## config.mk

```make
export PLATFORM = sky130hd
export DESIGN_NAME = spi_slave_shift
export DESIGN_NICKNAME = d
export VERILOG_FILES = /design/src/rtl/spi_slave_shift_pkg.sv /design/src/rtl/spi_sync_edge.sv /design/src/rtl/spi_slave_shift.sv
export SDC_FILE = /design/constraint.sdc
export NUM_CORES = 1
export LEC_CHECK = 0
export ABC_AREA = 1
export CELL_PAD_IN_SITES_DETAIL_PLACEMENT = 1
export CELL_PAD_IN_SITES_GLOBAL_PLACEMENT = 2
export CORE_MARGIN = 4
export CORE_UTILIZATION = 34
export DETAILED_ROUTE_END_ITERATION = 6
export GPL_TIMING_DRIVEN = 0
export HOLD_SLACK_MARGIN = 0.03
export PLACE_DENSITY = 0.83
export SLEW_MARGIN = 20
export SYNTH_ARGS = -nofsm -noshare
export SYNTH_HDL_FRONTEND = slang
export SYNTH_HIERARCHICAL = 1
export SYNTH_SLANG_ARGS = --single-unit
```

## constraint.sdc

```tcl
create_clock -name clk -period 3.3 [get_ports clk]
set_input_delay 0.66 -clock clk [delete_from_list [all_inputs] [get_ports clk]]
set_output_delay 0.66 -clock clk [all_outputs]
set_load 0.05 [all_outputs]
```

## src/rtl/spi_slave_shift_pkg.sv

```systemverilog
// ============================================================================
// spi_slave_shift_pkg : shared SPI character-size constants and mode record
// Rev 1.0 - initial release
// ============================================================================
`default_nettype none

package spi_slave_shift_pkg;

  localparam int SPI_MAX_CHAR      = 32;
  localparam int SPI_CHAR_LEN_BITS = 5;

  // Line-format options frozen for the duration of a character
  typedef struct packed {
    logic lsb;
    logic rx_negedge;
    logic tx_negedge;
  } spi_mode_t;

endpackage

`default_nettype wire

```

## src/rtl/spi_sync_edge.sv

```systemverilog
// ============================================================================
// spi_sync_edge : 2-FF synchronizer with delayed copy and edge flags
// Rev 1.0 - initial release
// ============================================================================
`default_nettype none

module spi_sync_edge #(
  parameter logic RST_VAL = 1'b0
) (
  input  logic clk,
  input  logic rst_n,
  input  logic d_i,
  output logic level_o,
  output logic rise_o,
  output logic fall_o
);

  logic meta_q;
  logic sync_q;
  logic dly_q;

  always_ff @(posedge clk or negedge rst_n) begin
    if (!rst_n) begin
      meta_q <= RST_VAL;
      sync_q <= RST_VAL;
      dly_q  <= RST_VAL;
    end else begin
      meta_q <= d_i;
      sync_q <= meta_q;
      dly_q  <= sync_q;
    end
  end

  assign level_o = sync_q;
  assign rise_o  = sync_q & ~dly_q;
  assign fall_o  = ~sync_q & dly_q;

endmodule

`default_nettype wire

```

## src/rtl/spi_slave_shift.sv

```systemverilog
// ============================================================================
// spi_slave_shift : SPI slave serializer/deserializer, oversampled in clk
// Rev 1.0 - initial release
// ============================================================================
`default_nettype none

module spi_slave_shift
  import spi_slave_shift_pkg::*;
#(
  parameter int MAX_CHAR      = SPI_MAX_CHAR,
  parameter int CHAR_LEN_BITS = SPI_CHAR_LEN_BITS
) (
  input  logic                     clk,
  input  logic                     rst_n,
  input  logic [CHAR_LEN_BITS-1:0] len,
  input  logic                     lsb,
  input  logic                     rx_negedge,
  input  logic                     tx_negedge,
  input  logic [MAX_CHAR-1:0]      tx_data,
  input  logic                     tx_load,
  output logic                     tx_ready,
  output logic [MAX_CHAR-1:0]      rx_data,
  output logic                     rx_valid,
  output logic                     underrun,
  input  logic                     underrun_clr,
  output logic                     busy,
  input  logic                     sclk,
  input  logic                     ss_n,
  input  logic                     mosi,
  output logic                     miso,
  output logic                     miso_oe
);

  localparam logic [CHAR_LEN_BITS:0] NB_MAX = (CHAR_LEN_BITS+1)'(MAX_CHAR);
  localparam logic [CHAR_LEN_BITS:0] K_ONE  = (CHAR_LEN_BITS+1)'(1);

  typedef enum logic [0:0] {
    ST_IDLE   = 1'b0,
    ST_ACTIVE = 1'b1
  } state_e;

  logic w_sclk_lvl, w_sclk_rise, w_sclk_fall;
  logic w_ss_lvl,   w_ss_rise,   w_ss_fall;
  logic w_mosi,     w_mosi_rise, w_mosi_fall;
  logic w_unused;

  spi_sync_edge #(.RST_VAL(1'b0)) u_sync_sclk (
    .clk(clk), .rst_n(rst_n), .d_i(sclk),
    .level_o(w_sclk_lvl), .rise_o(w_sclk_rise), .fall_o(w_sclk_fall)
  );

  spi_sync_edge #(.RST_VAL(1'b1)) u_sync_ss (
    .clk(clk), .rst_n(rst_n), .d_i(ss_n),
    .level_o(w_ss_lvl), .rise_o(w_ss_rise), .fall_o(w_ss_fall)
  );

  spi_sync_edge #(.RST_VAL(1'b0)) u_sync_mosi (
    .clk(clk), .rst_n(rst_n), .d_i(mosi),
    .level_o(w_mosi), .rise_o(w_mosi_rise), .fall_o(w_mosi_fall)
  );

  assign w_unused = &{1'b0, w_sclk_lvl, w_mosi_rise, w_mosi_fall};

  state_e                   state_q,    state_d;
  spi_mode_t                mode_q,     mode_d;
  logic [CHAR_LEN_BITS:0]   nbits_q,    nbits_d;
  logic [CHAR_LEN_BITS:0]   k_q,        k_d;
  logic [MAX_CHAR-1:0]      buf_q,      buf_d;
  logic                     tx_ready_q, tx_ready_d;
  logic [MAX_CHAR-1:0]      tx_sh_q,    tx_sh_d;
  logic [MAX_CHAR-1:0]      rx_sh_q,    rx_sh_d;
  logic [MAX_CHAR-1:0]      rx_data_q,  rx_data_d;
  logic                     rx_valid_q, rx_valid_d;
  logic                     underrun_q, underrun_d;
  logic                     miso_q,     miso_d;

  logic                     w_rx_edge;
  logic                     w_tx_edge;
  logic                     w_char_done;
  logic                     w_last_rx;
  logic                     w_start;
  logic [CHAR_LEN_BITS:0]   w_idx;
  logic [CHAR_LEN_BITS:0]   w_nbits_new;
  logic [CHAR_LEN_BITS:0]   w_first_idx;
  logic [MAX_CHAR-1:0]      w_start_word;
  logic [MAX_CHAR-1:0]      w_mask;

  assign w_rx_edge   = (state_q == ST_ACTIVE) &&
                       (mode_q.rx_negedge ? w_sclk_fall : w_sclk_rise);
  assign w_tx_edge   = (state_q == ST_ACTIVE) &&
                       (mode_q.tx_negedge ? w_sclk_fall : w_sclk_rise);
  assign w_char_done = (state_q == ST_ACTIVE) && (k_q == nbits_q);
  assign w_last_rx   = w_rx_edge && ((k_q + K_ONE) == nbits_q);
  assign w_idx       = mode_q.lsb ? k_q : (nbits_q - K_ONE - k_q);
  // A shift of MAX_CHAR yields zero, so a full-width character keeps every bit
  assign w_mask      = ~({MAX_CHAR{1'b1}} << nbits_q);

  assign w_nbits_new  = (len == '0) ? NB_MAX : ({1'b0, len} + K_ONE);
  assign w_first_idx  = lsb ? '0 : (w_nbits_new - K_ONE);
  assign w_start_word = tx_ready_q ? '0 : buf_q;

  always_comb begin
    state_d    = state_q;
    mode_d     = mode_q;
    nbits_d    = nbits_q;
    k_d        = k_q;
    buf_d      = buf_q;
    tx_ready_d = tx_ready_q;
    tx_sh_d    = tx_sh_q;
    rx_sh_d    = rx_sh_q;
    rx_data_d  = rx_data_q;
    rx_valid_d = 1'b0;
    underrun_d = underrun_q & ~underrun_clr;
    miso_d     = miso_q;
    w_start    = 1'b0;

    if (tx_load && tx_ready_q) begin
      buf_d      = tx_data;
      tx_ready_d = 1'b0;
    end

    case (state_q)
      ST_IDLE: begin
        if (w_ss_fall) begin
          state_d = ST_ACTIVE;
          w_start = 1'b1;
        end
      end
      ST_ACTIVE: begin
        if (w_char_done) begin
          rx_data_d  = rx_sh_q & w_mask;
          rx_valid_d = 1'b1;
          if (w_ss_lvl) begin
            state_d = ST_IDLE;
            miso_d  = 1'b0;
          end else begin
            w_start = 1'b1;
          end
        // A deselect coinciding with the final rx edge is deferred one cycle
        end else if (w_ss_rise && !w_last_rx) begin
          state_d = ST_IDLE;
          miso_d  = 1'b0;
        end else begin
          if (w_tx_edge && (k_q < nbits_q)) begin
            miso_d = tx_sh_q[w_idx[CHAR_LEN_BITS-1:0]];
          end
          if (w_rx_edge) begin
            rx_sh_d[w_idx[CHAR_LEN_BITS-1:0]] = w_mosi;
            k_d = k_q + K_ONE;
          end
        end
      end
      default: state_d = ST_IDLE;
    endcase

    if (w_start) begin
      mode_d  = '{lsb: lsb, rx_negedge: rx_negedge, tx_negedge: tx_negedge};
      nbits_d = w_nbits_new;
      k_d     = '0;
      tx_sh_d = w_start_word;
      miso_d  = w_start_word[w_first_idx[CHAR_LEN_BITS-1:0]];
      if (tx_ready_q) begin
        underrun_d = 1'b1;
      end else begin
        tx_ready_d = 1'b1;
      end
    end
  end

  always_ff @(posedge clk or negedge rst_n) begin
    if (!rst_n) begin
      state_q    <= ST_IDLE;
      mode_q     <= '0;
      nbits_q    <= NB_MAX;
      k_q        <= '0;
      buf_q      <= '0;
      tx_ready_q <= 1'b1;
      tx_sh_q    <= '0;
      rx_sh_q    <= '0;
      rx_data_q  <= '0;
      rx_valid_q <= 1'b0;
      underrun_q <= 1'b0;
      miso_q     <= 1'b0;
    end else begin
      state_q    <= state_d;
      mode_q     <= mode_d;
      nbits_q    <= nbits_d;
      k_q        <= k_d;
      buf_q      <= buf_d;
      tx_ready_q <= tx_ready_d;
      tx_sh_q    <= tx_sh_d;
      rx_sh_q    <= rx_sh_d;
      rx_data_q  <= rx_data_d;
      rx_valid_q <= rx_valid_d;
      underrun_q <= underrun_d;
      miso_q     <= miso_d;
    end
  end

  assign tx_ready = tx_ready_q;
  assign rx_data  = rx_data_q;
  assign rx_valid = rx_valid_q;
  assign underrun = underrun_q;
  assign busy     = (state_q == ST_ACTIVE);
  assign miso_oe  = (state_q == ST_ACTIVE);
  assign miso     = miso_q;

endmodule

`default_nettype wire

```

* Word level (Yosys, flattened, before mapping)
Cells that the tools add are included.
** Word-level totals
- Memories :: 0
- Input bits :: 47
- Memory bits (read-only) :: 0
- Output and inout bits :: 38
- Logic and storage cells :: 107
- Register bits :: 156
- Bits in writable memories :: 0
- Bits in latches :: 0
** Operators by class
- Shifts and indexed selects :: 1
- Equal/unequal tests :: 5
- Magnitude comparators :: 4
- Add/subtract/negate cells :: 5
- Multipliers :: 0
- Bitwise operators :: 15
- Reduce and logical (&&, ||, !) cells :: 17
- Muxes and demuxes :: 38
- Divide/modulo/power cells :: 0
** Operators with widths (count)
- 2-to-1 mux 6 bit :: 6
- AND 32 bit :: 1
- bitwise mux 32 bit :: 1
- 2-to-1 mux 32 bit :: 1
- NOT 32 bit :: 1
- left shift 32 x 6 -> 32 bit (first input constant) :: 1
- 2-to-1 mux 1 bit :: 23
- == test 6 bit :: 2
- < comparator 5 x 6 -> 1 bit (second input constant) :: 2
- binary-select mux 1 bit (select 5 bit) :: 2
- 2-to-1 mux 5 bit :: 2
- subtractor 5 x 1 -> 5 bit (second input constant) :: 2
- logical AND 1 bit :: 8
- NOT 1 bit :: 8
- AND reduction 4 bit :: 2
- adder 5 x 1 -> 6 bit (second input constant) :: 1
- adder 6 x 1 -> 6 bit (second input constant) :: 1
- < comparator 6 bit :: 1
- AND 1 bit :: 5
- demux 1 bit (select 5 bit) :: 1
- greater-or-equal comparator 5 x 1 -> 1 bit (second input constant) :: 1
- logical NOT 5 bit :: 1
- subtractor 5 bit :: 1
- one-hot mux 1 bit (2 select lines) :: 2
- 8 further kinds :: 9

* Logic depth before layout (Yosys ltp)
Gate-level depths: netlist (run 1).
- Depth in word-level cells :: 11
- Depth in mapped cells :: 19
- Gate-level depth less buffers :: 19

* By module
Netlist (run 1), hierarchy kept.
** By module, submodules not included
- spi_slave_shift :: instances 1, sequential area each 3706.1 um^2, area an instance 7719.9 um^2, cells an instance 991
- spi_sync_edge at u_sync_mosi ... :: instances 2, sequential area each 75.1 um^2, area an instance 90.1 um^2, cells an instance 7
- spi_sync_edge at u_sync_ss :: instances 1, sequential area each 78.8 um^2, area an instance 93.8 um^2, cells an instance 7

* Worst setup path after synthesis (run 1)
OpenSTA, ideal clock, no wires.
- Path type :: input -> register
- From :: input port len[0]
- To :: register miso_q (netlist: miso)
- Buffers on the path :: 1
- Stages on the path :: 19
- Data arrival time :: 2733 ps
- Data required time :: 3234 ps
- Setup time :: 66 ps
- Path slack :: 501 ps
- Cell sequence :: inv_1 -> ha_1 -> inv_1 -> nor2_1 -> nand2_1 -> nand2_1 -> buf_2 -> ha_1 -> nor2_1 -> clkinv_1 -> a21oi_1 -> nand2_1 -> nand3_1 -> nand3_1 -> nand3_1 -> nand3_1 -> nand2_1 -> nand2_1 -> nand2_1
** Between the ends
- Cells in the longest elaborated chain, start to end :: 7
- Elaborated cells on any way between the ends :: 8
- Classes of those cells :: 2 x add/sub; 5 x mux; 1 x reduce/logical
** RTL lines
- from (decl) :: line spi_slave_shift.sv:15 : input logic [CHAR_LEN_BITS-1:0] len,
- adder 5 x 1 -> 6 bit or logical NOT 5 bit (tied branches) :: line spi_slave_shift.sv:98 : assign w_nbits_new = (len == '0) ? NB_MAX : ({1'b0, len} + K_ONE);
- 2-to-1 mux 6 bit (*) :: line spi_slave_shift.sv:98
- subtractor 5 x 1 -> 5 bit (*) :: line spi_slave_shift.sv:99 : assign w_first_idx = lsb ? '0 : (w_nbits_new - K_ONE);
- 2-to-1 mux 5 bit (*) :: line spi_slave_shift.sv:99
- binary-select mux 1 bit (select 5 bit) (*) :: line spi_slave_shift.sv:161 : miso_d = w_start_word[w_first_idx[CHAR_LEN_BITS-1:0]];
- 2-to-1 mux 1 bit (not written as such) (*) :: line spi_slave_shift.sv:161
- 2-to-1 mux 1 bit (*) :: line spi_slave_shift.sv:156 : if (w_start) begin
- to (signal assigned) :: line spi_slave_shift.sv:196 : miso_q <= miso_d;
- to (decl) :: line spi_slave_shift.sv:75 : logic miso_q, miso_d;
Mark *: on every way between the ends. The rest lies on a longest branch, timed or not. The select of a mux whose other input is x is not followed.
A chain may end at the register's enable or synchronous reset.

* Final worst setup path (run 1)
- From :: input port len[1]
- To :: register miso_q (netlist: miso)
Same word-level chain as after synthesis.

==> results of run 1 <==
## worst paths after layout
kind,to,slack (ps),depth (start not counted)
hold reg to reg,u_sync_sclk/level_o,350,0
hold / removal,busy,160,1
max in group asynchronous,tx_sh_q[12],2300,2
setup reg to reg,k_q[4],320,11
min in group clk,u_sync_sclk/level_o,350,0
setup / recovery,miso,200,20
## metrics by stage
step	hold slack [ps]	std cells	setup slack (ps)
floorplan	331	1007	501
finish	158	1438	200
CTS	192	1437	36.3
global route	183	1438	3.19
detailed placement	340	1405	-955
global placement	332	1404	-5110
## registers in the layout, indices dropped and copies added (netlist names), 3 cells and up
signal / count
rx_sh_q: 32
k_q: 6
buf_q: 32
rx_data: 32
nbits_q: 6
mode_q: 3
tx_sh_q: 32
## power by group through the flow
| stage | sequential (mW) | combinational (mW) | clock, mW |
|---|---|---|---|
| floorplan | 3.24 | 2.81 | 0 |
| global route | 3.08 | 5.17 | 2.25 |
| CTS | 2.99 | 4.64 | 2.14 |
| detailed placement | 3.02 | 4.59 | 0 |
| finish | 2.98 | 4.58 | 2.12 |
| global placement | 3.00 | 4.51 | 0 |
## layout make-up
| type | count | area [um2] | area share [%] |
|---|---|---|---|
| Multi-Input combinational cell | 689 | 3370 | 34.1 |
| Clock inverter | 15 | 205 | 2.08 |
| Sequential cell | 156 | 3910 | 39.6 |
| Buffer | 39 | 220 | 2.23 |
| Inverter | 123 | 470 | 4.76 |
| Tap cell | 313 | 392 | 3.96 |
| Timing Repair Buffer | 86 | 883 | 8.94 |
| Clock buffer | 17 | 425 | 4.31 |
## metal layers
metal | track usage [%] | share of wire, % | wire, um
met1 | 24.3 | 46 | 10900
met2 | 33.0 | 50 | 11800
met3 | 3.49 | 2.6 | 612
met4 | 4.61 | 1.2 | 278
met5 | 0 | 0 | 0
## repair_timing
| action | in CTS | in global routing |
|---|---|---|
| endpoints found under the setup margin | 1 | 1 |
| buffers inserted | 0 | 1 |
| resized for setup | 3 | 6 |
| pin swaps | 0 | 1 |
| gates cloned | 0 | 0 |
## critical path, stage by stage
cell and delay (ps):
sky130_fd_sc_hd__clkdlybuf4s50_1 540, sky130_fd_sc_hd__inv_1 60, sky130_fd_sc_hd__ha_1 180, sky130_fd_sc_hd__inv_1 50
sky130_fd_sc_hd__nor2_1 30, sky130_fd_sc_hd__nand2_1 110, sky130_fd_sc_hd__nand2_1 100, sky130_fd_sc_hd__clkbuf_4 210
sky130_fd_sc_hd__ha_1 340, sky130_fd_sc_hd__nor2_4 250, sky130_fd_sc_hd__inv_4 110, sky130_fd_sc_hd__a21oi_1 130
sky130_fd_sc_hd__nand2_1 60, sky130_fd_sc_hd__nand3_1 100, sky130_fd_sc_hd__nand3_1 100, sky130_fd_sc_hd__nand3_1 90
sky130_fd_sc_hd__nand3_1 100, sky130_fd_sc_hd__nand2_1 120, sky130_fd_sc_hd__nand2_1 60, sky130_fd_sc_hd__nand2_1 50
==> reports/metrics.yaml, run 1 <==
status: "finished, final reports clean"
detailedPlacementHpwl_mm: 18.2
clk-insertion-delay-late_ps: 440
grt_antenna_before_repair: 0
floorplan.die_area_um2: 25900
vias_per_instance: 4.79
setup_violations: 0
synthesis.nets: 1069
vias_in_the_first_global_route: 7311
total_power_mw: 9.68
timing.setup.tns_ps: 0
power-per-cell-area_nw_per_um2: 980
cts.reportedPaths.clkPinSlew_ps: 70
maxCapViolations: 0
drive_gt1_share_pct: 9.69
place_area_um2: 9220
drtAntennaViolNets: 0
syn_to_final_growth_pct: 24.2
finalWorstPathRequiredPeriod_ps: 3100
num-nets-final: 1174
post-route-drc-count: 0
share_of_total_power_in_the_clock_network_pct: 21.9
worst_hold_path_type: "in -> async"
finish.utilization_pct: 43.2
power.sequential.fraction_pct: 30.8
startpoint_type: "primary input"
rsz0062_at_grt: "no"
worst_ep_arrival_time_ps: 3470
io_buffer_count: 84
max_freq_mhz: 323
vdd_drop_max_mv: 0.473
cellLeakagePower_nw: 4.65
grt_pass1_wl_mm: 39.3
fin_crit_sh_pct: 93.9
clock_tree.buffer_depth: 2
grtUsageTotal_pct: 18.9
crit-reg2reg-launch: "nbits_q[2]"
length_of_the_first_detailed_routing_pass_in_iterations: 4
cp-startpoint: "len[1]"
layout.cells.most_common_list: "sky130_fd_sc_hd__nand2_1, sky130_fd_sc_hd__dfrtp_1, sky130_fd_sc_hd__inv_1"
antenna-diode-count: 0
overflow_after_grt: 0
grt_start_max_net_pins: 92
cp-end-kind: "flip-flop"
aggregate_routed_wire_length_mm: 23.7
cts_sinks: 156
mostFrequentLayoutCell: "sky130_fd_sc_hd__nand2_1"
worst-path-max-fanout: 10
crit_type: "in -> reg"
post-route-cell-area_um2: 9880
std_cell_rows: 55
detail_route.iter0.violations: 300
synth_cells: 1007
cts_buffers: 17
post_cts_hold_buffer_count: 0
core_area_um2: 22800
postSynthAreaPerCell_um2: 7.90
synth.yosys.warnings: 6
routed-via-count: 6895
tritoncts: "yes"
max_slew_margin_pct: 47.5
htree_depth: 4
initial_core_util_pct: 34.8
power.switching_mw: 4.45
io_count: 85
detail_route.wl_per_cell_um: 16.4
chipWidth_um: 161
die_height_um: 161
internal_power_mw: 5.23
share_comb_of_total_power_pct: 47.3
gp_congestion: 0.842
synthesis.area_um2: 7950
fillerInstances: 2823
finalHoldViolations: 0
cts_root_buf: "sky130_fd_sc_hd__clkbuf_16"
critPathRequiredTime_ps: 3670
worst_clock_skew_ps: 11.9
timing.final.max_slew_violations: 0
tightest_slew_ps: 780
swShare_pct: 46.0
Note: power is estimated with default switching activity, not from simulation.
==> run 2: changes to the inputs <==
Settings changed: CTS_CLUSTER_DIAMETER from default to 100, CTS_CLUSTER_SIZE from default to 25, RECOVER_POWER from default to 100.
==> run 2 against run 1 <==
The flow now finishes with violations (capacitance limit, slew limit). Worst hold slack improved by 190 ps. Clock skew rose by 2.6 ps. First-iteration DRC count rose by 8.3%. Register-to-register slack got worse by 90 ps. Power fell by 1.1%. Final cell count did not move. Fmax fell by 0.61%. Critical path depth fell by 1. Sequential cell count did not move. Worst setup slack got worse by 19 ps. Sequential power barely moved. Critical path type unchanged.
==> reports/metrics.yaml, run 2 (synthesized netlist as in run 1, its figures left out) <==
max_freq_mhz: 321
worst_ep_arrival_time_ps: 3440
cp-end-kind: "flip-flop"
reg2reg_to: "nbits_q[2]"
clock_tree.buffer_depth: 2
startpoint_type: "primary input"
initial_core_util_pct: 34.8
min_delay_worst_endpoint: "u_sync_sclk/level_o"
cts_sinks: 156
overflow_after_grt: 0
post-route-cell-area_um2: 9830
crit-reg2reg-launch: "nbits_q[2]"
finish.utilization_pct: 43.0
maxCapViolations: 1
cts_root_buf: "sky130_fd_sc_hd__clkbuf_16"
detailedPlacementHpwl_mm: 18.2
aggregate_routed_wire_length_mm: 23.6
cellLeakagePower_nw: 4.74
timing.setup.tns_ps: 0
length_of_the_first_detailed_routing_pass_in_iterations: 5
layout.cells.most_common_list: "sky130_fd_sc_hd__nand2_1, sky130_fd_sc_hd__dfrtp_1, sky130_fd_sc_hd__o21ai_0"
post-route-drc-count: 0
tritoncts: "yes"
chipWidth_um: 161
drive_gt1_share_pct: 9.07
max_slew_margin_pct: -16.7
crit_path_max_incr_delay_ps: 540
whs_path_depth: 0
detail_route.iter0.violations: 325
ff2ff_path_depth: 13
ff2ff_setup_slack_ps: 230
crit_top_cell: "sky130_fd_sc_hd__nand3_1"
cp_cell_sequence: "clkdlybuf4s50_1 > inv_1 > ha_1 > inv_1 > nor2_1 > nand2_1 > nand2_1 > clkbuf_4 > ha_1 > nand3_1 > nand3_1 > inv_1 > nand3_1 > nand3_1 > nand3_1 > nand3_1 > nand2_1 > nand2_1 > nand2_1"
status: "finished, violations left"
fin_crit_sh_pct: 94.5
cts_buffers: 17
tightest_slew_ps: 1750
detail_route.wl_per_cell_um: 16.4
cts.reportedPaths.clkPinSlew_ps: 60
failing_checks: "capacitance limit, slew limit"
worst_hold_path_type: "reg -> reg"
num-nets-final: 1174
holdCritStartpoint: "u_sync_sclk/meta_q"
floorplan.die_area_um2: 25900
crit_type: "in -> reg"
gp_congestion: 0.842
core_area_um2: 22800
io_buffer_count: 84
power-per-cell-area_nw_per_um2: 975
grt_start_max_net_pins: 92
worst_clock_skew_ps: 14.5
final_cells: 1438
vias_in_the_first_global_route: 7311
fin_worst_hold_slack_ps: 352
finalHoldViolations: 0
placed_instances: 1405
vias_per_instance: 4.80
antenna-diode-count: 0
rsz0062_at_grt: "no"
post_cts_hold_buffer_count: 0
critPathRequiredTime_ps: 3620
clk-insertion-delay-late_ps: 430
syn_to_final_growth_pct: 23.6
worst-path-max-fanout: 10
mostFrequentLayoutCell: "sky130_fd_sc_hd__nand2_1"
grt_antenna_before_repair: 0
htree_depth: 4
drtAntennaViolNets: 0
slowest_stage: "sky130_fd_sc_hd__clkdlybuf4s50_1"
setup_violations: 0
vdd_drop_max_mv: 0.467
std_cell_rows: 55
grtUsageTotal_pct: 18.9
place_area_um2: 9220
routed-via-count: 6900
cp-startpoint: "len[1]"
die_height_um: 161
finalWorstPathRequiredPeriod_ps: 3120
timing.final.max_slew_violations: 66
io_count: 85
grt_pass1_wl_mm: 39.3
-- run 2: changes by cell type in the layout (fill, tap and decap cells not counted), moves of 2 or more --
cell	change
sky130_fd_sc_hd__clkbuf_1	+6
sky130_fd_sc_hd__buf_2	-5
sky130_fd_sc_hd__dfstp_1	+2
sky130_fd_sc_hd__dfstp_2	-2
sky130_fd_sc_hd__o21ai_0	+19
sky130_fd_sc_hd__o21ai_1	-19
sky130_fd_sc_hd__clkdlybuf4s50_1	-41
sky130_fd_sc_hd__clkbuf_2	+4
sky130_fd_sc_hd__buf_6	-3
sky130_fd_sc_hd__dlygate4sd3_1	+41
-- run 2: area by class of cell --
| class | count | area [um2] |
|---|---|---|
| Multi-Input combinational cell | 689 | 3360 |
| Buffer | 39 | 195 |
| Timing Repair Buffer | 86 | 873 |
| Tap cell | 313 | 392 |
| Fill cell | 2829 | 13000 |
| Sequential cell | 156 | 3910 |
| Inverter | 123 | 470 |
| Clock inverter | 15 | 205 |
| Clock buffer | 17 | 425 |
-- run 2: layer usage --
layer	track usage [%]	vias up	wire length, um
li1	-	3464	-
met1	24.3	3301	10800
met2	33.0	119	11900
met3	3.49	16	747
met4	4.61	0	237
met5	0	-	0
-- run 2: per-stage QoR --
stage	setup slack, ps	power (mW)
after global placement	-5110	7.50
after global routing	2.88	10.4
after detailed placement	-955	7.61
after CTS	36.3	9.77
final	182	9.58
after floorplan	501	6.05
-- run 2: worst max-delay path, delay by kind of cell --
kind	cells	cell delay, ps
AND/OR/NAND/NOR	12	1220
buffers and inverters	5	1100
adder cells (fa/ha/maj)	2	430
-- run 2: timing repair --
action | in CTS | in global routing
pin swaps | 0 | 1
resized for setup | 3 | 6
endpoints found under the setup margin | 1 | 1
buffers inserted | 0 | 1
-- run 2: how the worst max path moves through the flow --
stage	end	slack, ps	depth (start not counted)
2_1_floorplan	miso	500	19
3_3_place_gp	buf_q[13]	-5110	1
3_5_place_dp	miso	-950	20
4_1_cts	miso	40	20
5_1_grt	miso	3	20
6_report	miso	180	19
-- run 2: power by group --
group          total [mW]  internal (mW)  switching [mW]
clock                2.11           1.22           0.888
combinational        4.50           1.35            3.14
sequential           2.97           2.59           0.388
total                9.58           5.16            4.42
